File: src/rtl/red_pkg.sv
// Shared constants and helpers for the Barrett reduction pipeline.
// mod_ref is a plain-arithmetic golden reference for testbenches.
package red_pkg;

   localparam int unsigned Q_DILITHIUM = 8380417;
   localparam int unsigned W_DILITHIUM = 23;
   localparam int unsigned Q_KYBER     = 3329;
   localparam int unsigned W_KYBER     = 12;

   localparam int unsigned STAGES = 3;

   // floor(2^(2w) / q), evaluated at elaboration time.
   function automatic logic [63:0] barrett_mu(input int unsigned q, input int unsigned w);
      logic [63:0] num;
      num = 64'd1 << (2 * w);
      return num / 64'(q);
   endfunction

   function automatic logic [63:0] mod_ref(input logic [63:0] x, input logic [63:0] q);
      return x % q;
   endfunction

endpackage

File: src/rtl/red_csub.sv
// One conditional subtraction of Q, narrowing the result to OW bits.
// Two of these in series bring a value in [0, 3Q) down to [0, Q).
module red_csub #(
   parameter int unsigned Q  = 8380417,
   parameter int unsigned IW = 25,
   parameter int unsigned OW = 24
) (
   input  logic [IW-1:0] a,
   output logic [OW-1:0] y
);

   localparam logic [IW-1:0] QI = IW'(Q);

   assign y = OW'((a >= QI) ? a - QI : a);

endmodule

File: src/rtl/red_barrett_pipe.sv
// Three-stage Barrett reducer: 2W-bit product -> product mod Q, with
// valid/ready handshake, sideband tag and a global stall enable.
module red_barrett_pipe
   import red_pkg::*;
#(
   parameter int unsigned Q     = Q_DILITHIUM,
   parameter int unsigned W     = W_DILITHIUM,
   parameter int unsigned TAG_W = 4
) (
   input  logic             clk_i,
   input  logic             rst_ni,
   input  logic             in_valid_i,
   output logic             in_ready_o,
   input  logic [2*W-1:0]   product_i,
   input  logic [TAG_W-1:0] tag_i,
   output logic             out_valid_o,
   input  logic             out_ready_i,
   output logic [W-1:0]     result_o,
   output logic [TAG_W-1:0] tag_o
);

   localparam int unsigned XW = 2 * W;
   localparam int unsigned RW = W + 2;
   localparam int unsigned TW = 2 * W + 3;

   localparam logic [63:0]   MU_FULL = barrett_mu(Q, W);
   localparam logic [RW-1:0] MU      = MU_FULL[RW-1:0];
   localparam logic [RW-1:0] QR      = RW'(Q);

   generate
      if (W != $clog2(Q)) begin : g_bad_w
         $error("red_barrett_pipe: W must equal $clog2(Q)");
      end
      if ((Q % 2) == 0) begin : g_bad_q
         $error("red_barrett_pipe: Q must be odd");
      end
      if (TAG_W < 1) begin : g_bad_tag
         $error("red_barrett_pipe: TAG_W must be at least 1");
      end
   endgenerate

   logic              en;
   logic [STAGES:1]   vld_pipe;

   logic [W:0]        xh;
   logic [RW-1:0]     qh_next;
   logic [RW-1:0]     x1, qh1;
   logic [TAG_W-1:0]  tag1;

   logic [RW-1:0]     r_next;
   logic [RW-1:0]     r2;
   logic [TAG_W-1:0]  tag2;

   logic [W:0]        c0;
   logic [W-1:0]      c1;
   logic [W-1:0]      res3;
   logic [TAG_W-1:0]  tag3;

   // Whole pipe advances unless the output holds a result nobody takes.
   assign en          = ~vld_pipe[STAGES] | out_ready_i;
   assign in_ready_o  = en;
   assign out_valid_o = vld_pipe[STAGES];
   assign result_o    = res3;
   assign tag_o       = tag3;

   // Only the low W+2 bits of x matter: r is formed modulo 2^(W+2).
   // The quotient estimate keeps t >> (W+1) directly instead of t.
   assign xh      = product_i[XW-1:W-1];
   assign qh_next = RW'((TW'(xh) * TW'(MU)) >> (W + 1));

   assign r_next  = x1 - qh1 * QR;

   red_csub #(.Q(Q), .IW(RW), .OW(W + 1)) u_csub0 (
      .a (r2),
      .y (c0)
   );

   red_csub #(.Q(Q), .IW(W + 1), .OW(W)) u_csub1 (
      .a (c0),
      .y (c1)
   );

   always_ff @(posedge clk_i or negedge rst_ni) begin
      if (!rst_ni) begin
         vld_pipe <= '0;
         x1       <= '0;
         qh1      <= '0;
         tag1     <= '0;
         r2       <= '0;
         tag2     <= '0;
         res3     <= '0;
         tag3     <= '0;
      end else if (en) begin
         vld_pipe <= {vld_pipe[STAGES-1:1], in_valid_i};
         x1       <= product_i[RW-1:0];
         qh1      <= qh_next;
         tag1     <= tag_i;
         r2       <= r_next;
         tag2     <= tag1;
         res3     <= c1;
         tag3     <= tag2;
      end
   end

endmodule

File: config.mk
export PLATFORM = sky130hd
export DESIGN_NAME = red_barrett_pipe
export DESIGN_NICKNAME = d
export VERILOG_FILES = /design/src/rtl/red_pkg.sv /design/src/rtl/red_csub.sv /design/src/rtl/red_barrett_pipe.sv
export SDC_FILE = /design/constraint.sdc
export NUM_CORES = 1
export LEC_CHECK = 0
export CAP_MARGIN = 25
export CORE_MARGIN = 1
export CORE_UTILIZATION = 65
export CTS_CLUSTER_DIAMETER = 30
export DETAILED_ROUTE_END_ITERATION = 16
export DONT_BUFFER_PORTS = 1
export PLACE_DENSITY_LB_ADDON = 0.3
export SETUP_SLACK_MARGIN = 0.02
export SLEW_MARGIN = 25
export SYNTH_ARGS = -nofsm -noshare
export SYNTH_HDL_FRONTEND = slang
export SYNTH_HIERARCHICAL = 1
export SYNTH_SLANG_ARGS = --single-unit
File: constraint.sdc
create_clock -name clk_i -period 7.45 [get_ports clk_i]
set_input_delay 1.1175 -clock clk_i [delete_from_list [all_inputs] [get_ports clk_i]]
set_output_delay 1.1175 -clock clk_i [all_outputs]
set_load 0.02 [all_outputs]
==> results.txt, run 1 <==
Yosys cell types: 77
transition time of the tightest slew-check pin: 898 ps
port buffer count: 0
drt pass-1 iters: 4
YS warnings: 6
area delta synth->final: 3.78%
R2R Setup Slk: 1640 ps
antenna-violating nets left: 0
Die Height: 145 um
most common cell after layout, fill and taps aside: ha_1
Via Count: 10.0k
clk root buf: clkbuf_16
asr flop ratio synth: 1.00
EDFF count, synth: 0
CP peak stage delay: 550 ps
number of global-route vias before repair: 9839
critical path peak fanout: 6
routed length per instance: 16.8 um
Cell Chain, Critical Path: inv_1 > fa_1 > xnor2_1 > ha_1 > fa_1 > fa_1 > fa_1 > inv_1 > fa_1 > fa_1 > inv_1 > ha_1 > and2_1 > a21boi_0 > or4_1 > o221a_2 > nand2_1
register area share after synthesis: 0.210
Top-Level Pins: 83
unrepaired setup endpoints after global routing: false
final hold violation count: 0
post-CTS sizing: 0
Layout Nets: 1862
vias per cell: 5.75
FMAX: 0.172 GHz
post-route minimum period: 5810 ps
worst slack at placement: 1650 ps
Critical Path Start: qh1[5]
cell area after synthesis: 13400 um^2
H-tree levels: 3
Initial DRC Count: 462
largest net degree at the start of global routing: 113
Total Routing Usage GR: 0.289
Setup Skew: 11.6 ps
CTS clock-pin slew for the worst setup and hold paths: 90 ps
GP Congestion: 0.898
Hold Buf Count CTS: 0
CP required: 7760 ps
Post-Place Cells: 1723
setup bufs post-CTS: 0
FF/Latch Area: 2800 um^2
insertion delay to the later sink of the worst-skew pair: 380 ps
status: finished clean
Initial Util: 0.662
clk sinks: 112
setup TNS: 0 ps
worst min-delay path class: in2async
Multi-input gate area: 9460 um^2
final period utilization: 0.780
Post-Route WL: 29.3 mm
DRC Markers: 0
main flop type after synthesis: dfrtp_1
first-pass GRT wire length: 48.5 mm
Slew Limit Fails: 0
Setup Crit Path Kind: reg2reg
Worst Setup End Kind: flop
commonest cells after routing, fill and taps aside: ha_1, inv_1, nand2_1, dfrtp_1, fa_1
crit start category: flop
Avg Cell Area, Syn: 8.98 um^2
Post-Syn Nets: 1884
Max-Cap Viols: 0
worst path arrival time: 6120 ps
Fillers: 1588
initial antenna violation count: 0
Final Worst Setup Slack: 1640 ps
CTS tree: yes
Mapped Cells: 1486
hpwl dp: 24.1 mm
core area: 20200 um^2
worst r2r src: qh1[5]
Most common cell on crit path: fa_1
setup violators final: 0
TritonCTS Buffers: 9
maximum clock insertion buffer count: 2
Die Span X: 145 um
die area: 21100 um^2
diodes inserted: 0
worst relative slew slack: 0.402
Rows: 52
CP max stage cell: fa_1
Final Non-Filler Cells: 1739
Congestion Overflow GR: 0
synthesized flop and latch total: 112
layout cell share with drive strength beyond 1: 0.0408
-- sequential cells by signal, summed over array words and instances (netlist names) --
signal / count
tag2: 4
vld_pipe: 3
x1: 25
r2: 25
result_o: 23
tag_o: 4
qh1: 24
tag1: 4
-- worst max-delay path, delay by kind of cell (launching register included) --
kind                       cells  cell delay [ps]
DFF                            1              450
and+or+nand+nor                3              680
xor gates and xnor gates       1              240
adders and majority gates      8             3770
AOI/OAI and AO/OA              2              390
buffers and inverters          3              220
-- Yosys cell counts, types with 6 or more instances --
cell type  count  area [um^2]
a211oi_1      10         75.1
a21o_1        17          128
a21oi_1       65          325
a31oi_1        6         37.5
and2_1         6         37.5
and3_1         8         50.1
clkbuf_1      29          109
dfrtp_1      112         2800
fa_1          94         1880
ha_1         250         3130
inv_1        247          927
nand2_1      218          818
nand3_1       20          100
nand4_1       14         87.6
nor2_1        47          176
nor3_1        21          105
nor3b_1        6         45.0
nor4_1         7         43.8
o21a_1        13         97.6
o21ai_0       69          345
o21bai_1       6         45.0
o31ai_1       10         75.1
or3_1          6         37.5
xnor2_1       61          534
xor2_1        30          263
-- cell families after synthesis --
kind of cell / share of synthesized area
compound gates: 0.121
buf+inv: 0.0821
xor+xnor: 0.0614
fa+ha+maj: 0.375
mux: 0.00384
flops: 0.210
simple gates: 0.147
-- per-layer routing --
metal  vias to the layer above  global-route usage  share of wire
met3                        49              0.0425          0.039
met4                         0              0.0947          0.025
li1                       4910                   -              -
met1                      4845               0.396           0.47
met5                         -                   0              0
met2                       198               0.471           0.47
-- area by class of cell --
type | instances | share of cell area
sequential | 112 | 0.202
clock inverter | 7 | 0.00560
timing repair buffer | 3 | 0.00163
inverter | 247 | 0.0671
clock buffer | 9 | 0.0163
multi-input combinational | 1091 | 0.683
tap | 270 | 0.0244
-- stage by stage --
stage               area (um^2)  hold WS [ps]  utilization
floorplan                 13400           430            -
global placement          13600           440        0.672
detailed placement        13600           458        0.672
CTS                       13900           416        0.687
finish                    13900           421        0.687
global route              13900           411        0.687
-- final timing paths --
kind	to	depth (start not counted)
min in group clk_i	vld_pipe[3]	1
max	r2[23]	17
min reg2reg	vld_pipe[3]	1
max in group asynchronous	qh1[14]	0
max reg2reg	r2[23]	17
min	result_o[3]	0
Power of run 1 is left out: the tool's default activity adds up to more than one toggle a clock period on the data nets, which glitch-free logic cannot reach.
==> run 2: changes to the inputs <==
==> constraint.sdc (replaced) <==
create_clock -name clk_i -period 5.43 [get_ports clk_i]
set_input_delay 0.8145 -clock clk_i [delete_from_list [all_inputs] [get_ports clk_i]]
set_output_delay 0.8145 -clock clk_i [all_outputs]
set_load 0.02 [all_outputs]
==> results.txt, run 2 (synthesis gave the netlist of run 1 again) <==
worst r2r src: qh1[5]
Most common cell on crit path: fa_1
top flop regs: r2: 25 flops, x1: 25 flops, qh1: 24 flops
clk sinks: 112 (unchanged)
routed length per instance: 16.6 um (-1.3%)
port buffer count: 0 (unchanged)
Congestion Overflow GR: 0 (unchanged)
Cell Chain, Critical Path: inv_2 > fa_1 > xnor2_2 > ha_1 > fa_1 > fa_1 > fa_1 > inv_2 > fa_1 > fa_1 > inv_2 > ha_4 > and2_4 > a21boi_1 > or4_1 > o221a_2 > nand2_1
transition time of the tightest slew-check pin: 923 ps (+25.0 ps)
DRC Markers: 0 (unchanged)
critical path peak fanout: 4 (-2)
Setup Skew: 9.03 ps (-2.54 ps)
Crit path max-delay family: adder cells
Setup Crit Path Kind: reg2reg
most common cell after layout, fill and taps aside: ha_1
Post-Route WL: 29.7 mm (+1.4%)
post-route minimum period: 5420 ps (-391 ps)
initial antenna violation count: 0 (unchanged)
RR Endpoint: r2[23]
TritonCTS Buffers: 9 (unchanged)
maximum clock insertion buffer count: 2 (unchanged)
Buf+Inv Stages, Crit Path: 3 (unchanged)
Die Height: 145 um (unchanged)
diodes inserted: 0 (unchanged)
setup violators final: 0 (unchanged)
worst path arrival time: 5720 ps (-400 ps)
Initial DRC Count: 475 (+2.8%)
commonest cells after routing, fill and taps aside: ha_1, inv_1, nand2_1, dfrtp_1, fa_1
CP peak stage delay: 540 ps (about the same)
Slew Limit Fails: 0 (unchanged)
GP Congestion: 0.909 (+1.2%)
Rows: 52 (unchanged)
unrepaired setup endpoints after global routing: true
R2R Setup Slk: 10 ps (-1630 ps)
Max-Cap Viols: 0 (unchanged)
H-tree levels: 3 (unchanged)
Top-Level Pins: 83 (unchanged)
CP required: 5730 ps (-2030 ps)
CTS clock-pin slew for the worst setup and hold paths: 90 ps (about the same)
area delta synth->final: 7.69%
setup TNS: 0 ps (unchanged)
Via Count: 10.2k (+2.3%)
Worst Setup End Kind: flop
Layout Nets: 1910 (+2.6%)
clk root buf: clkbuf_16
hpwl dp: 24.0 mm (-0.35%)
insertion delay to the later sink of the worst-skew pair: 370 ps (about the same)
worst min-delay path class: in2async
Initial Util: 0.662 (unchanged)
CTS tree: yes
die area: 21100 um^2 (unchanged)
reg2reg path depth: 17 (unchanged)
final period utilization: 0.998 (+0.218)
largest net degree at the start of global routing: 113 (unchanged)
vias per cell: 5.73 (-0.44%)
status: finished clean
crit start category: flop
layout cell share with drive strength beyond 1: 0.0943 (+0.0534)
number of global-route vias before repair: 10.5k (+6.7%)
core area: 20200 um^2 (unchanged)
first-pass GRT wire length: 50.9 mm (+4.9%)
worst relative slew slack: 0.385 (-0.0167)
drt pass-1 iters: 5 (+1)
CP max stage cell: fa_1
antenna-violating nets left: 0 (unchanged)
final hold violation count: 0 (unchanged)
FMAX: 0.185 GHz (+7.2%)
Fillers: 1536 (-3.3%)
Die Span X: 145 um (unchanged)
Total Routing Usage GR: 0.299 (+0.00986)
## run 2: worst reg2reg max path: cells and delay by family, from the launching register on
family                     cells  cell delay [ps]
DFF                            1              400
adders and majority gates      8             3640
AOI/OAI and AO/OA              2              360
xor gates and xnor gates       1              170
and+or+nand+nor                3              620
buffers and inverters          3              170
## run 2: how the worst max path moves through the flow
stage / startpoint / to / slack, ps / cells past startpoint
after detailed placement: qh1[1] / r2[24] / -180 / 16
after CTS: qh1[7] / r2[23] / 10 / 17
after global placement: qh1[1] / r2[24] / -110 / 16
after global routing: qh1[5] / r2[23] / -130 / 19
after floorplan: qh1[4] / r2[23] / 30 / 15
final: qh1[5] / r2[23] / 10 / 17
## run 2: layout make-up
type,instances,area (um^2),share of cell area
multi-input cells,1091,9600,0.667
flip-flops and latches,112,2810,0.195
inverters,247,930,0.0647
repair buffers,51,402,0.0279
well taps,270,338,0.0235
clock inverters,7,81.3,0.00566
clock buffers,9,225,0.0157
## run 2: what timing repair did
item,4_1_cts,5_1_grt
resized for setup,16,20
hold buffers,0,0
pin swaps,21,23
endpoints found under the setup margin,3,5
buffers inserted,5,2
## run 2: per-stage QoR
| step | hold WS (ps) | util | std cells | setup WS [ps] | instance area, um^2 |
|---|---|---|---|---|---|
| 2_1_floorplan | 430 | - | 1486 | 26.1 | 13400 |
| 3_3_place_gp | 443 | 0.688 | 1764 | -111 | 13900 |
| 3_5_place_dp | 448 | 0.688 | 1764 | -176 | 13900 |
| 4_1_cts | 112 | 0.709 | 1785 | 9.66 | 14300 |
| 5_1_grt | 113 | 0.713 | 1787 | -126 | 14400 |
| 6_report | 125 | 0.713 | 1787 | 13.5 | 14400 |
## run 2: metal layers
layer	share of wire	vias to the layer above	wire (um)	global-route usage
met5	0	-	0	0
met4	0.028	0	831	0.103
met3	0.041	62	1220	0.0362
met2	0.48	253	14100	0.502
met1	0.45	4914	13500	0.400
li1	-	5004	-	-
Power of run 2 is left out for the same reason.
